==> src/rtl/dmem_arbiter_pkg.sv <==
// Shared definitions for the two-port data-memory burst arbiter:
// parameter defaults, FSM state encoding and small helpers.
package dmem_arbiter_pkg;

  localparam int unsigned DMEM_ADDR_W = 7;
  localparam int unsigned DMEM_DATA_W = 32;
  localparam int unsigned DMEM_LEN_W  = 3;

  localparam logic ST_IDLE  = 1'b0;
  localparam logic ST_BURST = 1'b1;

  // Port number (0/1) to one-hot per-port vector.
  function automatic logic [1:0] port_onehot(input logic port);
    return port ? 2'b10 : 2'b01;
  endfunction

endpackage

==> src/rtl/dmem_arbiter_rr.sv <==
// Two-request round-robin grant: on contention the port that did not own
// the previous burst wins.
module rr_arbiter2 (
  input  logic [1:0] req_i,
  input  logic       last_owner_i,
  output logic [1:0] gnt_o
);

  always_comb begin
    gnt_o = '0;
    case (req_i)
      2'b01:   gnt_o = 2'b01;
      2'b10:   gnt_o = 2'b10;
      2'b11:   gnt_o = last_owner_i ? 2'b01 : 2'b10;
      default: gnt_o = '0;
    endcase
  end

endmodule

==> src/rtl/dmem_arbiter.sv <==
// Two-port burst arbiter in front of a single-port data memory. A granted
// port owns the memory for len+1 beats; read data returns one cycle later.
module dmem_arbiter
  import dmem_arbiter_pkg::*;
#(
  parameter int unsigned ADDR_W = DMEM_ADDR_W,
  parameter int unsigned DATA_W = DMEM_DATA_W,
  parameter int unsigned LEN_W  = DMEM_LEN_W
) (
  input  logic                  clk_i,
  input  logic                  rst_i,
  input  logic [1:0]            req_i,
  input  logic [1:0]            we_i,
  input  logic [2*ADDR_W-1:0]   addr_i,
  input  logic [2*LEN_W-1:0]    len_i,
  input  logic [2*DATA_W-1:0]   wdata_i,
  output logic [1:0]            ack_o,
  output logic                  last_o,
  output logic [1:0]            rvalid_o,
  output logic [DATA_W-1:0]     rdata_o,
  output logic [ADDR_W-1:0]     mem_addr_o,
  output logic                  mem_read_o,
  output logic                  mem_write_o,
  output logic [DATA_W-1:0]     mem_wdata_o,
  input  logic [DATA_W-1:0]     mem_rdata_i
);

  logic              state_q, state_d;
  logic              owner_q, owner_d;
  logic              last_owner_q, last_owner_d;
  logic              we_q, we_d;
  logic [ADDR_W-1:0] addr_q, addr_d;
  logic [LEN_W-1:0]  cnt_q, cnt_d;
  logic [DATA_W-1:0] rdata_q, rdata_d;
  logic [1:0]        rvalid_q, rvalid_d;

  logic [1:0]        gnt;
  logic              gnt_port;
  logic [ADDR_W-1:0] gnt_addr;
  logic [LEN_W-1:0]  gnt_len;
  logic              gnt_we;
  logic [DATA_W-1:0] own_wdata;
  logic              beat;

  rr_arbiter2 u_rr (
    .req_i        (req_i),
    .last_owner_i (last_owner_q),
    .gnt_o        (gnt)
  );

  assign gnt_port  = gnt[1];
  assign gnt_addr  = gnt_port ? addr_i[2*ADDR_W-1:ADDR_W] : addr_i[ADDR_W-1:0];
  assign gnt_len   = gnt_port ? len_i[2*LEN_W-1:LEN_W]    : len_i[LEN_W-1:0];
  assign gnt_we    = gnt_port ? we_i[1] : we_i[0];
  assign own_wdata = owner_q ? wdata_i[2*DATA_W-1:DATA_W] : wdata_i[DATA_W-1:0];

  // A beat happens only while the owner keeps its request up; dropping it
  // aborts the burst without touching memory that cycle.
  assign beat = (state_q == ST_BURST) && (owner_q ? req_i[1] : req_i[0]);

  always_comb begin
    state_d      = state_q;
    owner_d      = owner_q;
    last_owner_d = last_owner_q;
    we_d         = we_q;
    addr_d       = addr_q;
    cnt_d        = cnt_q;
    rdata_d      = rdata_q;
    rvalid_d     = '0;

    ack_o        = '0;
    last_o       = 1'b0;
    mem_addr_o   = '0;
    mem_read_o   = 1'b0;
    mem_write_o  = 1'b0;
    mem_wdata_o  = '0;

    case (state_q)
      ST_IDLE: begin
        if (|gnt) begin
          state_d      = ST_BURST;
          owner_d      = gnt_port;
          last_owner_d = gnt_port;
          we_d         = gnt_we;
          addr_d       = gnt_addr;
          cnt_d        = gnt_len;
        end
      end
      ST_BURST: begin
        if (beat) begin
          ack_o       = port_onehot(owner_q);
          last_o      = (cnt_q == '0);
          mem_addr_o  = addr_q;
          mem_write_o = we_q;
          mem_read_o  = ~we_q;
          mem_wdata_o = own_wdata;
          addr_d      = addr_q + ADDR_W'(1);
          cnt_d       = cnt_q - LEN_W'(1);
          if (!we_q) begin
            rvalid_d = port_onehot(owner_q);
            rdata_d  = mem_rdata_i;
          end
          if (cnt_q == '0) state_d = ST_IDLE;
        end else begin
          state_d = ST_IDLE;
        end
      end
      default: state_d = ST_IDLE;
    endcase
  end

  always_ff @(posedge clk_i or negedge rst_i) begin
    if (!rst_i) begin
      state_q      <= ST_IDLE;
      owner_q      <= 1'b0;
      last_owner_q <= 1'b1;
      we_q         <= 1'b0;
      addr_q       <= '0;
      cnt_q        <= '0;
      rdata_q      <= '0;
      rvalid_q     <= '0;
    end else begin
      state_q      <= state_d;
      owner_q      <= owner_d;
      last_owner_q <= last_owner_d;
      we_q         <= we_d;
      addr_q       <= addr_d;
      cnt_q        <= cnt_d;
      rdata_q      <= rdata_d;
      rvalid_q     <= rvalid_d;
    end
  end

  assign rdata_o  = rdata_q;
  assign rvalid_o = rvalid_q;

endmodule

==> config.mk <==
export PLATFORM = sky130hd
export DESIGN_NAME = dmem_arbiter
export DESIGN_NICKNAME = d
export VERILOG_FILES = /design/src/rtl/dmem_arbiter_pkg.sv /design/src/rtl/dmem_arbiter_rr.sv /design/src/rtl/dmem_arbiter.sv
export SDC_FILE = /design/constraint.sdc
export NUM_CORES = 1
export LEC_CHECK = 0
export ABC_AREA = 1
export CAP_MARGIN = 20
export CELL_PAD_IN_SITES_DETAIL_PLACEMENT = 1
export CELL_PAD_IN_SITES_GLOBAL_PLACEMENT = 1
export CORE_UTILIZATION = 24
export CTS_CLUSTER_SIZE = 30
export DETAILED_ROUTE_END_ITERATION = 10
export GPL_TIMING_DRIVEN = 0
export PLACE_DENSITY_LB_ADDON = 0.1
export RECOVER_POWER = 100
export SLEW_MARGIN = 0
export SYNTH_ARGS = -nofsm -noshare
export SYNTH_HDL_FRONTEND = slang
export SYNTH_SLANG_ARGS = --single-unit
==> constraint.sdc <==
create_clock -name clk_i -period 3.4 [get_ports clk_i]
set_input_delay 0.51 -clock clk_i [delete_from_list [all_inputs] [get_ports clk_i]]
set_output_delay 0.51 -clock clk_i [all_outputs]
set_load 0.02 [all_outputs]
==> metrics.txt, run 1 <==
worst path cell trace dlygate4sd3_1 > inv_1 > nand2_1 > nand3_2 > inv_2 > nand2_1 > inv_2 > buf_4 > nand2_1 > nand2_1 > dlygate4sd3_1; Post-Syn Area 0.00274 mm2; CTS Hold Bufs 0; H-tree depth 2; Max-slew headroom -0.362; Synth area leader dfrtp_1; Crit-path slowest cell dlygate4sd3_1; P_sw 1.85 mW; CP Max Fanout 10; synth top area cells dfrtp_1 (43%), nand2_1 (32%), nand3_1 (4.4%); count leader, synth nand2_1; Post-Syn Area per Cell 6.69 um2; P&R area growth vs syn 85.8%; Critical Path RT 2.89 ns; antenna violations before repair 0; Async SR Flop Fraction 1.00; Post-synth EDFFs 0; Slew @ Worst Pin 2.04 ns; fin util 0.464; yosys warns 0; Max Clock Skew 0.00400 ns; gr usage total 0.180; largest net degree at the start of global routing 38; I/O Pins 200; violated checks max-capacitance violations, max-slew violations; crit end category output port; Tot Pwr 4.22 mW; CTS tree built; reg2reg start last_owner_q$_DFFE_PN1P_; Final ANT Viol Nets 0; die area 0.0119 mm2; Avg WL per Cell 14.1 um; minimum clock period 3.14 ns; Routed met2 length 5.43 mm; switching part of the total 0.438; DIE WIDTH 109 um; Remaining DRCs 0; placed insts 749; multi-input logic area 0.00128 mm2; outcome finished with violations; post-CTS sizing 0; setup TNS 0 ns; Post-synth top cells nand2_1 (237), dfrtp_1 (47), inv_1 (27); DRT Pass-1 Iters 4; Seq. cell area 0.00120 mm2; clock share of power 0.167; Hold Crit Class in2async; clk buf depth 2; final net count 741; IO Port Bufs 198; leakage 2.65 nW; fmax 319 MHz; pwr dens 828 mW/mm2; Yosys reg bits 48; Reg clk slew, reported paths 0.07 ns; Initial DRC Count 128; Internal Pwr Total 2.37 mW; via density per instance 4.33; Num Clock Sinks 48; Core Box Area 0.0110 mm2; Clk Latency, worst-skew pair 0.28 ns; CP Launch Type input port; metal3 WL 598 um; unrepaired setup endpoints after global routing false; max incr delay on CP 0.69 ns; Met1 Routed Length 4.55 mm; total setup buffers inserted after CTS 0; Main synth FF type dfrtp_1; layout cells sized above 1 0.0583; Inserted Clock Buffers 5; register area share after synthesis 0.438; first-pass GRT wire length 16.6 mm; Crit path top cell by count nand2_1; Worst Path Arrival 2.63 ns; starting density of the core 0.250; chip height 109 um; final std cells w/o fill 757; Final setup viols 0; final hold vios 0; Final period util 0.923; vias in the first global route 3308; total grt overflow 0; Routed Wire Length 10.7 mm; syn nets 535; Max-Cap Viols 1; FILL cells 1386; Root Driver clkbuf_16; dpl hpwl 8.70 mm; DR vias 3276; Distinct cells, synth 23; n_diodes 0; Gate power share 0.593; gpl congestion 0.741; max-slew violation count 38; Worst Setup SP req_i[0]; share of power burned in registers 0.240; Yosys top cell area share 0.429; critical path class in2out; standard-cell rows 38; max layer used met4; synthesized instance count 410; VDD IR-drop max 322 uV
## critical path, delay by kind of cell
kind / cells / cell delay, ns
AND/OR/NAND/NOR: 5 / 0.38
buffers and inverters: 6 / 1.76
## final timing paths
kind                       cells after the start                      end  slack [ns]
max                                           11           mem_wdata_o[6]        0.26
min                                            1  rdata_o[11]$_DFFE_PN0P_        0.22
max reg2reg                                    8    addr_q[3]$_DFFE_PN0P_        1.60
min reg2reg                                    1    rvalid_o[1]$_DFF_PN0_        0.45
max in group asynchronous                      2    addr_q[1]$_DFFE_PN0P_        0.85
min in group clk_i                             1    rvalid_o[1]$_DFF_PN0_        0.45
## routing by layer
layer	vias to the layer above	track usage
li1	1647	-
met1	1523	0.219
met2	98	0.328
met3	8	0.0359
met4	0	0.0338
met5	-	0
## flip-flops by register name (all words and copies together) (netlist names)
name / count
addr_q: 7
cnt_q: 3
last_owner_q: 1
owner_q: 1
rdata_o: 32
rvalid_o: 2
state_q: 1
we_q: 1
## area by class of cell
cell class | instances | area share
tap | 140 | 0.0344
buffer | 18 | 0.0219
clock buffer | 5 | 0.0246
timing repair buffer | 199 | 0.389
inverter | 34 | 0.0253
sequential | 48 | 0.236
multi-input combinational | 310 | 0.252
clock inverter | 3 | 0.0177
## power by group through the flow
stage	combinational (mW)	sequential, mW	clock, mW
5_1_grt	2.77	1.05	0.753
6_report	2.50	1.01	0.706
4_1_cts	2.72	1.02	0.722
3_3_place_gp	2.65	1.02	0
3_5_place_dp	2.71	1.03	0
2_1_floorplan	1.24	1.24	0
## logic make-up (layout without fill, tap and decap cells)
kind of cell,after synthesis,count (layout),share of synthesized area
buffers and inverters,52,259,0.0940
xor gates and xnor gates,1,1,0.00319
DFF,48,48,0.438
AOI/OAI and AO/OA,19,19,0.0365
adders and majority gates,3,3,0.0137
and+or+nand+nor,287,287,0.414
## cell usage in the layout, fill, tap and decap left out, types with 3 or more instances in the layout
master	synthesis	final
clkbuf_1	1	6
nand2_1	237	237
o21ai_0	14	14
buf_2	6	5
inv_2	6	6
clkdlybuf4s50_1	0	120
clkbuf_16	0	5
buf_4	8	8
dfrtp_1	47	47
nor2_1	17	17
dlygate4sd3_1	0	77
inv_1	27	27
bufinv_16	0	3
a21oi_1	3	3
nand3_1	24	24
nand2_2	3	3
nand3b_1	3	3
ha_1	3	3
## through the flow
step                setup slack (ns)  instance area (um2)  hold slack, ns
detailed placement             0.337                 4910           0.421
finish                         0.261                 5090           0.221
CTS                            0.331                 5130           0.112
global placement               0.285                 4900           0.438
global route                   0.108                 5090           0.268
floorplan                       1.38                 2740           0.214
(Power assumes the default switching activity.)
==> run 2, diff against run 1 <==
- GPL_TIMING_DRIVEN: 0 -> not set
==> metrics.txt, run 2 (same netlist as run 1, synthesis figures left out) <==
Routed Wire Length 10.7 mm; Final ANT Viol Nets 0; CP Launch Type input port; reg2reg start state_q$_DFF_PN0_; layout cells sized above 1 0.0396; violated checks max-capacitance violations, max-slew violations; placed insts 738; outcome finished with violations; crit end category output port; unrepaired setup endpoints after global routing false; Inserted Clock Buffers 5; max incr delay on CP 0.69 ns; first-pass GRT wire length 16.6 mm; die area 0.0119 mm2; setup TNS 0 ns; vias in the first global route 3247; Remaining DRCs 0; Hold Crit Class reg2reg; hold endpoint rvalid_o[1]$_DFF_PN0_; Buf/Inv on CP 5; Tot Pwr 4.02 mW; Clk Latency, worst-skew pair 0.29 ns; minimum clock period 3.21 ns; P&R area growth vs syn 82.0%; Crit-path slowest cell dlygate4sd3_1; fmax 311 MHz; dpl hpwl 8.51 mm; fin area 0.00499 mm2; gr usage total 0.180; CP Max Fanout 33; final net count 730; clk buf depth 2; Initial DRC Count 85; Max Clock Skew 0.00359 ns; total setup buffers inserted after CTS 0; Avg WL per Cell 14.4 um; Final period util 0.945; Reg clk slew, reported paths 0.06 ns; Top Family by Delay on Critical Path buffers and inverters; via density per instance 4.35; IO Port Bufs 199; total grt overflow 0; number of cells on the critical path 10; n_diodes 0; max-slew violation count 36; pwr dens 806 mW/mm2; post-CTS sizing 0; H-tree depth 2; r2r setup slk 0.95 ns; gpl congestion 0.772; standard-cell rows 38; worst hold stages 1; Crit path top cell by count nand2_1; Critical Path RT 2.89 ns; critical path class in2out; chip height 109 um; leakage 2.59 nW; Num Clock Sinks 48; final std cells w/o fill 746; Max-slew headroom -0.296; worst path cell trace clkdlybuf4s50_1 > inv_1 > nand2_1 > nand3_2 > inv_2 > nand2_2 > inv_2 > nand2_1 > nand2_1 > dlygate4sd3_1; Hold Startpoint we_q$_DFFE_PN0P_; R2R Path End rdata_o[29]$_DFFE_PN0P_; Max-Cap Viols 1; largest net degree at the start of global routing 36; DIE WIDTH 109 um; antenna violations before repair 0; Final setup viols 0; final hold vios 0; DR vias 3248; commonest cells after routing, fill and taps aside nand2_1 (239), clkdlybuf4s50_1 (124), dlygate4sd3_1 (74), dfrtp_1 (47), inv_1 (27); placed cell areas 0.00484 mm2; Root Driver clkbuf_16; Reg2Reg Depth 7; DRT Pass-1 Iters 4; Slew @ Worst Pin 1.94 ns; Worst Path Arrival 2.70 ns; most common cell after layout, fill and taps aside nand2_1; I/O Pins 200; starting density of the core 0.250; max reg flops 32; CTS Hold Bufs 0; VDD IR-drop max 308 uV; Core Box Area 0.0110 mm2; fin util 0.454; CTS tree built
run 2: cell types whose count changed in the layout (fill, tap and decap cells not counted), moves of 2 or more:
cell,change
clkdlybuf4s50_1,+4
clkbuf_1,-2
dlygate4sd3_1,-3
bufinv_16,-2
nand2_2,-2
buf_2,-5
buf_4,-5
nand2_1,+2
run 2: worst max path at each step:
stage | start | end | slack, ns
6_report | req_i[0] | mem_wdata_o[24] | 0.19
5_1_grt | req_i[0] | mem_wdata_o[11] | 0.03
4_1_cts | req_i[0] | mem_wdata_o[0] | 0.20
3_5_place_dp | req_i[0] | mem_wdata_o[0] | 0.20
3_3_place_gp | req_i[0] | mem_wdata_o[24] | 0.24
2_1_floorplan | req_i[1] | last_o | 1.38
run 2: power breakdown:
part           internal [mW]  total, mW  switching, mW
registers              0.853       1.04          0.184
clock network          0.346      0.561          0.215
logic                  0.987       2.43           1.44
run 2: metrics by stage:
| step | hold WS, ns | setup slack, ns |
|---|---|---|
| 2_1_floorplan | 0.214 | 1.38 |
| 3_3_place_gp | 0.443 | 0.240 |
| 3_5_place_dp | 0.443 | 0.199 |
| 4_1_cts | 0.341 | 0.201 |
| 5_1_grt | 0.487 | 0.0309 |
| 6_report | 0.454 | 0.186 |
run 2: area by class of cell:
type	count	area, um2
Fill cell	1395	5990
Timing Repair Buffer	206	2040
Multi-Input combinational cell	310	1280
Sequential cell	48	1200
Tap cell	140	175
Inverter	34	129
Clock buffer	5	125
Clock inverter	3	42.5
run 2: per-layer routing:
layer,vias to the layer above,global-route usage,wire [um],share of wire
met5,-,0,0,0
met4,0,0.0290,39,0.0036
met3,4,0.0430,692,0.065
met2,99,0.330,5560,0.52
met1,1517,0.215,4430,0.41
li1,1628,-,-,-
